File: src/rtl/blockmem_arbiter_if.sv
// rtl/blockmem_arbiter_if.sv - requester, response and blockmem signals of blockmem_arbiter
interface blockmem_arbiter_if #(
   parameter int NREQ  = 2,
   parameter int BITS  = 10,
   parameter int DEPTH = 640
);
   localparam int ADDR_W = $clog2(DEPTH) + 1;

   logic [NREQ-1:0]        req_valid;
   logic [NREQ-1:0]        req_write;
   logic [NREQ*ADDR_W-1:0] req_addr;
   logic [NREQ*BITS-1:0]   req_wdata;
   logic [NREQ-1:0]        req_ready;
   logic [NREQ-1:0]        rsp_valid;
   logic [BITS-1:0]        rsp_rdata;
   logic                   rsp_err;
   logic                   mem_wen;
   logic [ADDR_W-1:0]      mem_waddr;
   logic [BITS-1:0]        mem_wdata;
   logic                   mem_ren;
   logic [ADDR_W-1:0]      mem_raddr;
   logic [BITS-1:0]        mem_rdata;

   modport slave (
      input  req_valid, req_write, req_addr, req_wdata, mem_rdata,
      output req_ready, rsp_valid, rsp_rdata, rsp_err,
             mem_wen, mem_waddr, mem_wdata, mem_ren, mem_raddr
   );

   modport master (
      output req_valid, req_write, req_addr, req_wdata, mem_rdata,
      input  req_ready, rsp_valid, rsp_rdata, rsp_err,
             mem_wen, mem_waddr, mem_wdata, mem_ren, mem_raddr
   );
endinterface

File: src/rtl/blockmem_arbiter.sv
// rtl/blockmem_arbiter.sv - round-robin sharing of one blockmem among NREQ requesters
// Write and read ports each have their own arbiter and pointer; read data returns one cycle after grant.
module blockmem_arbiter #(
   parameter int NREQ  = 2,
   parameter int BITS  = 10,
   parameter int DEPTH = 640
) (
   input  logic                clk,
   input  logic                rst_n,
   blockmem_arbiter_if.slave   bus
);
   localparam int ADDR_W = $clog2(DEPTH) + 1;
   localparam int PTR_W  = (NREQ > 1) ? $clog2(NREQ) : 1;
   localparam logic [ADDR_W-1:0] DEPTH_A = ADDR_W'(DEPTH);

   logic [PTR_W-1:0]  wr_ptr_q, wr_ptr_d;
   logic [PTR_W-1:0]  rd_ptr_q, rd_ptr_d;
   logic [NREQ-1:0]   rsp_valid_q, rsp_valid_d;
   logic              rsp_err_q, rsp_err_d;

   logic [NREQ-1:0]   wr_cand, rd_cand;
   logic              wr_found, rd_found;
   logic              wr_go, rd_go;
   logic [PTR_W-1:0]  wr_idx, rd_idx;
   logic [ADDR_W-1:0] wr_addr, rd_addr;
   logic              wr_in_range, rd_in_range;

   function automatic logic [PTR_W-1:0] ring_add(input logic [PTR_W-1:0] base, input int step);
      int sum;
      sum = int'(base) + step;
      if (sum >= NREQ) sum = sum - NREQ;
      return PTR_W'(sum);
   endfunction

   // First candidate at or after ptr, searching upward modulo NREQ.
   function automatic void pick(input logic [NREQ-1:0] cand, input logic [PTR_W-1:0] ptr,
                                output logic found, output logic [PTR_W-1:0] idx);
      found = 1'b0;
      idx   = ptr;
      for (int k = 0; k < NREQ; k++) begin
         logic [PTR_W-1:0] c;
         c = ring_add(ptr, k);
         if (!found && cand[c]) begin
            found = 1'b1;
            idx   = c;
         end
      end
   endfunction

   always_comb begin
      wr_cand = bus.req_valid & bus.req_write;
      rd_cand = bus.req_valid & ~bus.req_write;
      pick(wr_cand, wr_ptr_q, wr_found, wr_idx);
      pick(rd_cand, rd_ptr_q, rd_found, rd_idx);

      wr_go       = wr_found & rst_n;
      rd_go       = rd_found & rst_n;
      wr_addr     = bus.req_addr[wr_idx*ADDR_W +: ADDR_W];
      rd_addr     = bus.req_addr[rd_idx*ADDR_W +: ADDR_W];
      wr_in_range = (wr_addr < DEPTH_A);
      rd_in_range = (rd_addr < DEPTH_A);

      bus.req_ready = '0;
      if (wr_go) bus.req_ready[wr_idx] = 1'b1;
      if (rd_go) bus.req_ready[rd_idx] = 1'b1;

      // Out-of-range accesses are granted but never reach the memory.
      bus.mem_wen   = wr_go & wr_in_range;
      bus.mem_waddr = wr_addr;
      bus.mem_wdata = bus.req_wdata[wr_idx*BITS +: BITS];
      bus.mem_ren   = rd_go & rd_in_range;
      bus.mem_raddr = rd_addr;

      wr_ptr_d = wr_go ? ring_add(wr_idx, 1) : wr_ptr_q;
      rd_ptr_d = rd_go ? ring_add(rd_idx, 1) : rd_ptr_q;

      rsp_valid_d = '0;
      if (rd_go) rsp_valid_d[rd_idx] = 1'b1;
      rsp_err_d = rd_go & ~rd_in_range;
   end

   always_ff @(posedge clk or negedge rst_n) begin
      if (!rst_n) begin
         wr_ptr_q    <= '0;
         rd_ptr_q    <= '0;
         rsp_valid_q <= '0;
         rsp_err_q   <= 1'b0;
      end else begin
         wr_ptr_q    <= wr_ptr_d;
         rd_ptr_q    <= rd_ptr_d;
         rsp_valid_q <= rsp_valid_d;
         rsp_err_q   <= rsp_err_d;
      end
   end

   assign bus.rsp_valid = rsp_valid_q;
   assign bus.rsp_err   = rsp_err_q;
   assign bus.rsp_rdata = rsp_err_q ? '0 : bus.mem_rdata;
endmodule

File: src/flat_wrapper.sv
// flat-port wrapper written by rule: the top's interface ports become plain ports
module blockmem_arbiter_flat 
#(
   parameter int NREQ  = 2,
   parameter int BITS  = 10,
   parameter int DEPTH = 640
)
  (clk, rst_n, bus_req_valid, bus_req_write, bus_req_addr, bus_req_wdata, bus_mem_rdata, bus_req_ready, bus_rsp_valid, bus_rsp_rdata, bus_rsp_err, bus_mem_wen, bus_mem_waddr, bus_mem_wdata, bus_mem_ren, bus_mem_raddr);
  blockmem_arbiter_if #(.NREQ(NREQ), .BITS(BITS), .DEPTH(DEPTH)) bus_i ();
  input  logic clk;
  input  logic rst_n;
  input wire logic [$bits(bus_i.req_valid)-1:0] bus_req_valid;
  input wire logic [$bits(bus_i.req_write)-1:0] bus_req_write;
  input wire logic [$bits(bus_i.req_addr)-1:0] bus_req_addr;
  input wire logic [$bits(bus_i.req_wdata)-1:0] bus_req_wdata;
  input wire logic [$bits(bus_i.mem_rdata)-1:0] bus_mem_rdata;
  output wire logic [$bits(bus_i.req_ready)-1:0] bus_req_ready;
  output wire logic [$bits(bus_i.rsp_valid)-1:0] bus_rsp_valid;
  output wire logic [$bits(bus_i.rsp_rdata)-1:0] bus_rsp_rdata;
  output wire logic [$bits(bus_i.rsp_err)-1:0] bus_rsp_err;
  output wire logic [$bits(bus_i.mem_wen)-1:0] bus_mem_wen;
  output wire logic [$bits(bus_i.mem_waddr)-1:0] bus_mem_waddr;
  output wire logic [$bits(bus_i.mem_wdata)-1:0] bus_mem_wdata;
  output wire logic [$bits(bus_i.mem_ren)-1:0] bus_mem_ren;
  output wire logic [$bits(bus_i.mem_raddr)-1:0] bus_mem_raddr;
  assign bus_i.req_valid = bus_req_valid;
  assign bus_i.req_write = bus_req_write;
  assign bus_i.req_addr = bus_req_addr;
  assign bus_i.req_wdata = bus_req_wdata;
  assign bus_i.mem_rdata = bus_mem_rdata;
  assign bus_req_ready = bus_i.req_ready;
  assign bus_rsp_valid = bus_i.rsp_valid;
  assign bus_rsp_rdata = bus_i.rsp_rdata;
  assign bus_rsp_err = bus_i.rsp_err;
  assign bus_mem_wen = bus_i.mem_wen;
  assign bus_mem_waddr = bus_i.mem_waddr;
  assign bus_mem_wdata = bus_i.mem_wdata;
  assign bus_mem_ren = bus_i.mem_ren;
  assign bus_mem_raddr = bus_i.mem_raddr;
  blockmem_arbiter #(.NREQ(NREQ), .BITS(BITS), .DEPTH(DEPTH)) u_core (.clk(clk), .rst_n(rst_n), .bus(bus_i));
endmodule
File: config.mk
export PLATFORM = sky130hd
export DESIGN_NAME = blockmem_arbiter_flat
export DESIGN_NICKNAME = d
export VERILOG_FILES = /design/src/rtl/blockmem_arbiter_if.sv /design/src/rtl/blockmem_arbiter.sv /design/src/flat_wrapper.sv
export SDC_FILE = /design/constraint.sdc
export NUM_CORES = 1
export LEC_CHECK = 0
export BUFFER_PORTS_ARGS = -buffer_cell sky130_fd_sc_hd__buf_2
export CAP_MARGIN = 10
export CORE_MARGIN = 3
export CORE_UTILIZATION = 25
export DETAILED_ROUTE_END_ITERATION = 7
export HOLD_SLACK_MARGIN = 0.05
export PLACE_DENSITY_LB_ADDON = 0.2
export SYNTH_ARGS = -nofsm -noshare
export SYNTH_HDL_FRONTEND = slang
export SYNTH_SLANG_ARGS = --single-unit
File: constraint.sdc
create_clock -name clk -period 1.95 [get_ports clk]
set_input_delay 0 -clock clk [delete_from_list [all_inputs] [get_ports clk]]
set_output_delay 0 -clock clk [all_outputs]
set_load 0.05 [all_outputs]
; ---- Word level (Yosys, flattened, before mapping)
; Cells that the tools add are included.
[op_classes]
addsub = 10
multipliers = 3
div = 0
order_cmp = 16
n_eq_ne = 0
n_shift = 3
muxes = 30
bitwise = 10
reduce_logical = 6
[ops]
columns = operator, count
row1 = 22-bit by 6-bit indexed part select with 11-bit output, 2
row2 = 1-bit 2-to-1 mux, 24
row3 = 11-bit by 10-bit < comparator with 1-bit output (second input constant), 2
row4 = 20-bit by 6-bit indexed part select with 10-bit output, 1
row5 = 1-bit by 2-bit < comparator with 1-bit output (second input constant), 6
row6 = 1-bit by 4-bit multiplier with 5-bit output (second input constant), 2
row7 = 10-bit 2-to-1 mux, 1
row8 = 1-bit by 1-bit adder with 2-bit output (second input constant), 4
row9 = 2-bit >= comparator (second input constant), 4
row10 = 2-bit 2-to-1 mux, 3
row11 = 1-bit subtractor (second input constant), 6
row12 = 1-bit AND, 5
row13 = 2-bit AND, 2
row14 = 1-bit by 2-bit >= comparator with 1-bit output (second input constant), 2
row15 = 1-bit logical AND, 4
row16 = 1-bit by 3-bit multiplier with 4-bit output (second input constant), 1
row17 = 1-bit demux with 1-bit select, 2
row18 = 1-bit >= comparator (second input constant), 2
row19 = 1-bit logical NOT, 2
row20 = 2-bit inverter, 1
row21 = 2-bit bitwise OR, 1
row22 = 1-bit inverter, 1
[word_totals]
ff_bits = 5
latch_bits = 0
ram_bits = 0
mem_bits_ro = 0
out_inout_bits = 49
word_cells = 82
n_memories = 0

; ---- Depth between registers and ports, before layout
[logic_depth]
word_depth = 15
depth_mapped = 4
ltp_nobuf = 3

; ---- Worst setup path after synthesis
; OpenSTA, ideal clock, no wires.
[synth_timing]
path_type = register -> output
from = register u_core.rd_ptr_q
to = output port bus_mem_raddr[10]
arrival_time_ns = 1.729
required_ns = 1.950
setup_slack_ns = 0.221
path_stages_with_launch = 4
path_cell_list = dfrtp_1 maj3_2 buf_6 mux2i_1
[synth_between]
elab_chain_cells = 10
elab_cells_between_ends = 18
cone_classes = add/sub: 3 / mul: 1 / order compare: 2 / shift: 1 / mux: 9 / reduce/logical: 2
[synth_lines]
columns = element, line
row1 = from (decl), blockmem_arbiter.sv:17  ; logic [PTR_W-1:0] rd_ptr_q, rd_ptr_d;
row2 = from (signal assigned), blockmem_arbiter.sv:90  ; rd_ptr_q <= rd_ptr_d;
row3 = 1-bit by 2-bit >= comparator with 1-bit output or 1-bit subtractor (tied branches), blockmem_arbiter.sv:31  ; if (sum >= NREQ) sum = sum - NREQ;
row4 = 1-bit 2-to-1 mux, blockmem_arbiter.sv:31
row5 = 1-bit 2-to-1 mux (not written as such) (2 in a row), blockmem_arbiter.sv:43  ; if (!found && cand[c]) begin
row6 = 1-bit 2-to-1 mux, blockmem_arbiter.sv:43
row7 = 1-bit logical NOT, blockmem_arbiter.sv:43
row8 = 1-bit logical AND, blockmem_arbiter.sv:43
row9 = 1-bit 2-to-1 mux (*), blockmem_arbiter.sv:43
row10 = 1-bit by 4-bit multiplier with 5-bit output (*), blockmem_arbiter.sv:59  ; rd_addr = bus.req_addr[rd_idx*ADDR_W +: ADDR_W];
row11 = 22-bit by 6-bit indexed part select with 11-bit output (*), blockmem_arbiter.sv:59
row12 = to (decl), flat_wrapper.sv:25  ; output wire logic [$bits(bus_i.mem_raddr)-1:0] bus_mem_raddr;
; Every way passes the cells marked *; elsewhere a longest branch is shown, timed or not. The select of a mux whose other input is x is not followed.

; ---- Final worst setup path
[layout_timing]
from = register u_core.wr_ptr_q
to = output port bus_mem_wdata[4]
[layout_between]
elab_chain_cells = 10
elab_cells_between_ends = 18
cone_classes = add/sub: 3 / mul: 1 / order compare: 2 / shift: 1 / mux: 9 / reduce/logical: 2
[layout_lines]
columns = element, line
row1 = from (decl), blockmem_arbiter.sv:16  ; logic [PTR_W-1:0] wr_ptr_q, wr_ptr_d;
row2 = from (signal assigned), blockmem_arbiter.sv:89  ; wr_ptr_q <= wr_ptr_d;
row3 = 1-bit by 2-bit >= comparator with 1-bit output or 1-bit subtractor (tied branches), blockmem_arbiter.sv:31
row4 = 1-bit 2-to-1 mux, blockmem_arbiter.sv:31
row5 = 1-bit 2-to-1 mux (not written as such) (2 in a row), blockmem_arbiter.sv:43
row6 = 1-bit 2-to-1 mux, blockmem_arbiter.sv:43
row7 = 1-bit logical NOT, blockmem_arbiter.sv:43
row8 = 1-bit logical AND, blockmem_arbiter.sv:43
row9 = 1-bit 2-to-1 mux (*), blockmem_arbiter.sv:43
row10 = 1-bit by 3-bit multiplier with 4-bit output (*), blockmem_arbiter.sv:70  ; bus.mem_wdata = bus.req_wdata[wr_idx*BITS +: BITS];
row11 = 20-bit by 6-bit indexed part select with 10-bit output (*), blockmem_arbiter.sv:70
row12 = to (decl), flat_wrapper.sv:23  ; output wire logic [$bits(bus_i.mem_wdata)-1:0] bus_mem_wdata;
; Marks and branches as above.

==> flow_metrics.tcl <==
set metrics [dict create \
    finalCriticalPeriod_ns 1.745 \
    ant_nets 0 \
    critPathCaptureType "primary output" \
    worst_pin_slew_ns 0.4155 \
    cts_buffer_depth 2 \
    portBuffers 106 \
    post-cts-setup-buffers 0 \
    postSynth.asyncResetShare 1.000 \
    p_leak_nw 0.8789 \
    die_h_um 66.94 \
    drive_gt1_frac 0.7385 \
    drt-wirelength-per-cell_um 13.36 \
    finalSetupTns_ns 0 \
    syn_nets 146 \
    synth_edf_count 0 \
    dp_slack_ns 0.2821 \
    yosys_register_bits 5 \
    cpMaxStageDelayCell "maj3_4" \
    synth_top_area_share 0.3720 \
    syn_inst 88 \
    clock_latency_ns 0.22 \
    rsz0062_at_grt "false" \
    area.growth.synth_to_final_pct 65.50 \
    gp_congestion 0.7270 \
    pwr_density_cell_mw_per_mm2 869.5 \
    fillers 371 \
    cts_buffers 3 \
    clkTransAtPathRegs_ns 0.04 \
    pin_count 107 \
    drc 0 \
    status "finished, final reports clean" \
    max_cap_violations 0 \
    core_sq_mm 0.003468 \
    avgSynthCellArea_sq_um 10.55 \
    synth_cell_types 24 \
    die_w_um 66.94 \
    vias_per_cell 4.627 \
    yosys_most_used_dff "dfrtp_1" \
    slew_headroom 0.7230 \
    diodes 0 \
    hold_viol 0 \
    yosys_warnings 0 \
    startpoint "u_core.wr_ptr_q$_DFFE_PN0P_" \
    seq_area_frac_synth 0.1348 \
    netlist_area_sq_um 928.4 \
    layout_commonest_cell "buf_2" \
    critical_path.top_delay_family "adder cells" \
    ir_drop_mv 0.3273 \
    cts_tree "done" \
    die_area_sq_mm 0.004481 \
    firstDrtPassIters 4 \
    startpoint_type "flop" \
    period_share 0.8949 \
    grt_pass1_wl_mm 4.588 \
    skew_ns 0.001579 \
    worstSetupPathType "reg -> out" \
    setup_slack_ns 0.2049 \
    rows 21 \
    h-tree-depth 1 \
    final_cell_mix "buf_2 (106), mux2_4 (23), nor2b_1 (11)" \
    cts_sinks 5 \
    grtUsageTotal 0.1287 \
    cp_num_buf_inv 1 \
    antenna_found_initial 0 \
    worstReg2RegStart "u_core.rd_ptr_q$_DFFE_PN0N_" \
    crit_path_max_fanout 23 \
    grt_max_degree 24 \
    setup_viol 0 \
    totalWireLength_mm 3.220 \
    min_path_type "in -> reg" \
    max_stage_delay_ns 0.53 \
    hp-start "bus_req_valid[1]" \
    dp_hpwl_mm 2.757 \
    clock-root-buffer "clkbuf_8" \
    synthTopCellsByArea "mux2_4 (37%), dfrtp_1 (13%), mux2_2 (9.7%)" \
    placed_cells 236 \
    maxSlewViolCount 0 \
    yosysTopAreaCell "mux2_4" \
    vias 1115 \
    start_util 0.2677 \
    grt_pass1_vias 1039 \
    grt_overflow 0 \
    fin_nets 254 \
    dr.first_iter.drc_count 45 \
    max_freq_mhz 573.0 \
    crit_required_ns 1.95 \
    final_cell_count_no_fill 241 \
    cp.arrival_ns 1.75 \
    path_cells "maj3_4 > mux2_4 > buf_2" \
]
==> power breakdown <==
group	switching, mW	internal [mW]	leakage (nW)	total, mW
clock	0.0498	0.140	0.0228	0.190
combinational	0.676	0.332	0.794	1.01
sequential	0.0191	0.119	0.0625	0.138
==> timing repair <==
item | in CTS | in global routing
hold endpoints to repair | 5 | 0
setup endpoints to repair | 0 | 7
hold buffers | 1 | 0
resized for setup | 0 | 1
==> layer usage <==
layer | vias to the layer above | GRT usage | wire length [um]
met1 | 515 | 0.1562 | 1276
li1 | 546 | - | -
met5 | - | 0 | 0
met3 | 2 | 0.02361 | 283
met2 | 52 | 0.2351 | 1647
met4 | 0 | 0.02278 | 12
==> cells by family (layout without fill, tap and decap cells) <==
group	count (synthesis)	after routing	share of synthesized area
flip-flops	5	5	0.1348
AND/OR/NAND/NOR	22	22	0.1523
AO/OA/AOI/OAI	16	16	0.1199
buffers and inverters	8	115	0.05659
multiplexers	35	35	0.5121
adder cells (fa/ha/maj)	2	2	0.02426
==> layout make-up <==
cell class | count | area, sq um | area share
clock buffer | 4 | 45.04 | 0.02932
inverter | 4 | 15.01 | 0.009772
multi-input combinational | 75 | 753.2 | 0.4902
sequential | 5 | 125.1 | 0.08143
tap | 46 | 57.56 | 0.03746
timing repair buffer | 107 | 540.5 | 0.3518
==> path summary, 6_finish.rpt <==
| kind | depth (start not counted) | slack (ns) | endpoint |
|---|---|---|---|
| max | 3 | 0.20 | bus_mem_wdata[4] |
| min | 2 | 0.07 | u_core.bus.rsp_valid[0]$_DFF_PN0_ |
| max reg2reg | 2 | 0.56 | u_core.bus.rsp_err$_DFF_PN0_ |
| min reg2reg | 1 | 0.53 | u_core.rd_ptr_q$_DFFE_PN0N_ |
| max in group asynchronous | 2 | 1.53 | u_core.bus.rsp_err$_DFF_PN0_ |
| min in group asynchronous | 2 | 0.20 | u_core.rd_ptr_q$_DFFE_PN0N_ |
==> Yosys cell counts, types with 2 or more instances <==
cell	number
nand2_1	2
a31oi_1	3
a221oi_1	2
dfrtp_1	5
mux2_2	8
and2_1	2
buf_6	3
nand2b_1	2
mux2_4	23
mux2i_1	4
o21ai_0	3
nor2b_1	11
inv_1	4
maj3_2	2
a21oi_1	3
o2111ai_1	2
nand4_1	2
==> metrics by stage <==
step	utilization	power, mW	cell area (sq um)	hold slack, ns
2_1_floorplan	-	0.9681	928.4	-0.2956
6_report	0.4430	1.336	1536	0.06866
3_3_place_gp	0.4264	1.139	1479	-0.1132
3_5_place_dp	0.4264	1.149	1479	-0.1086
5_1_grt	0.4430	1.403	1536	0.07065
4_1_cts	0.4423	1.347	1534	0.06727
==> registers in the layout (all words and copies together), names as in the netlist <==
| register | cells |
|---|---|
| u_core.rd_ptr_q | 1 |
| u_core.wr_ptr_q | 1 |
| u_core.bus.rsp_valid | 2 |
| u_core.bus.rsp_err | 1 |
No activity file was read; power rests on OpenSTA's default activity.
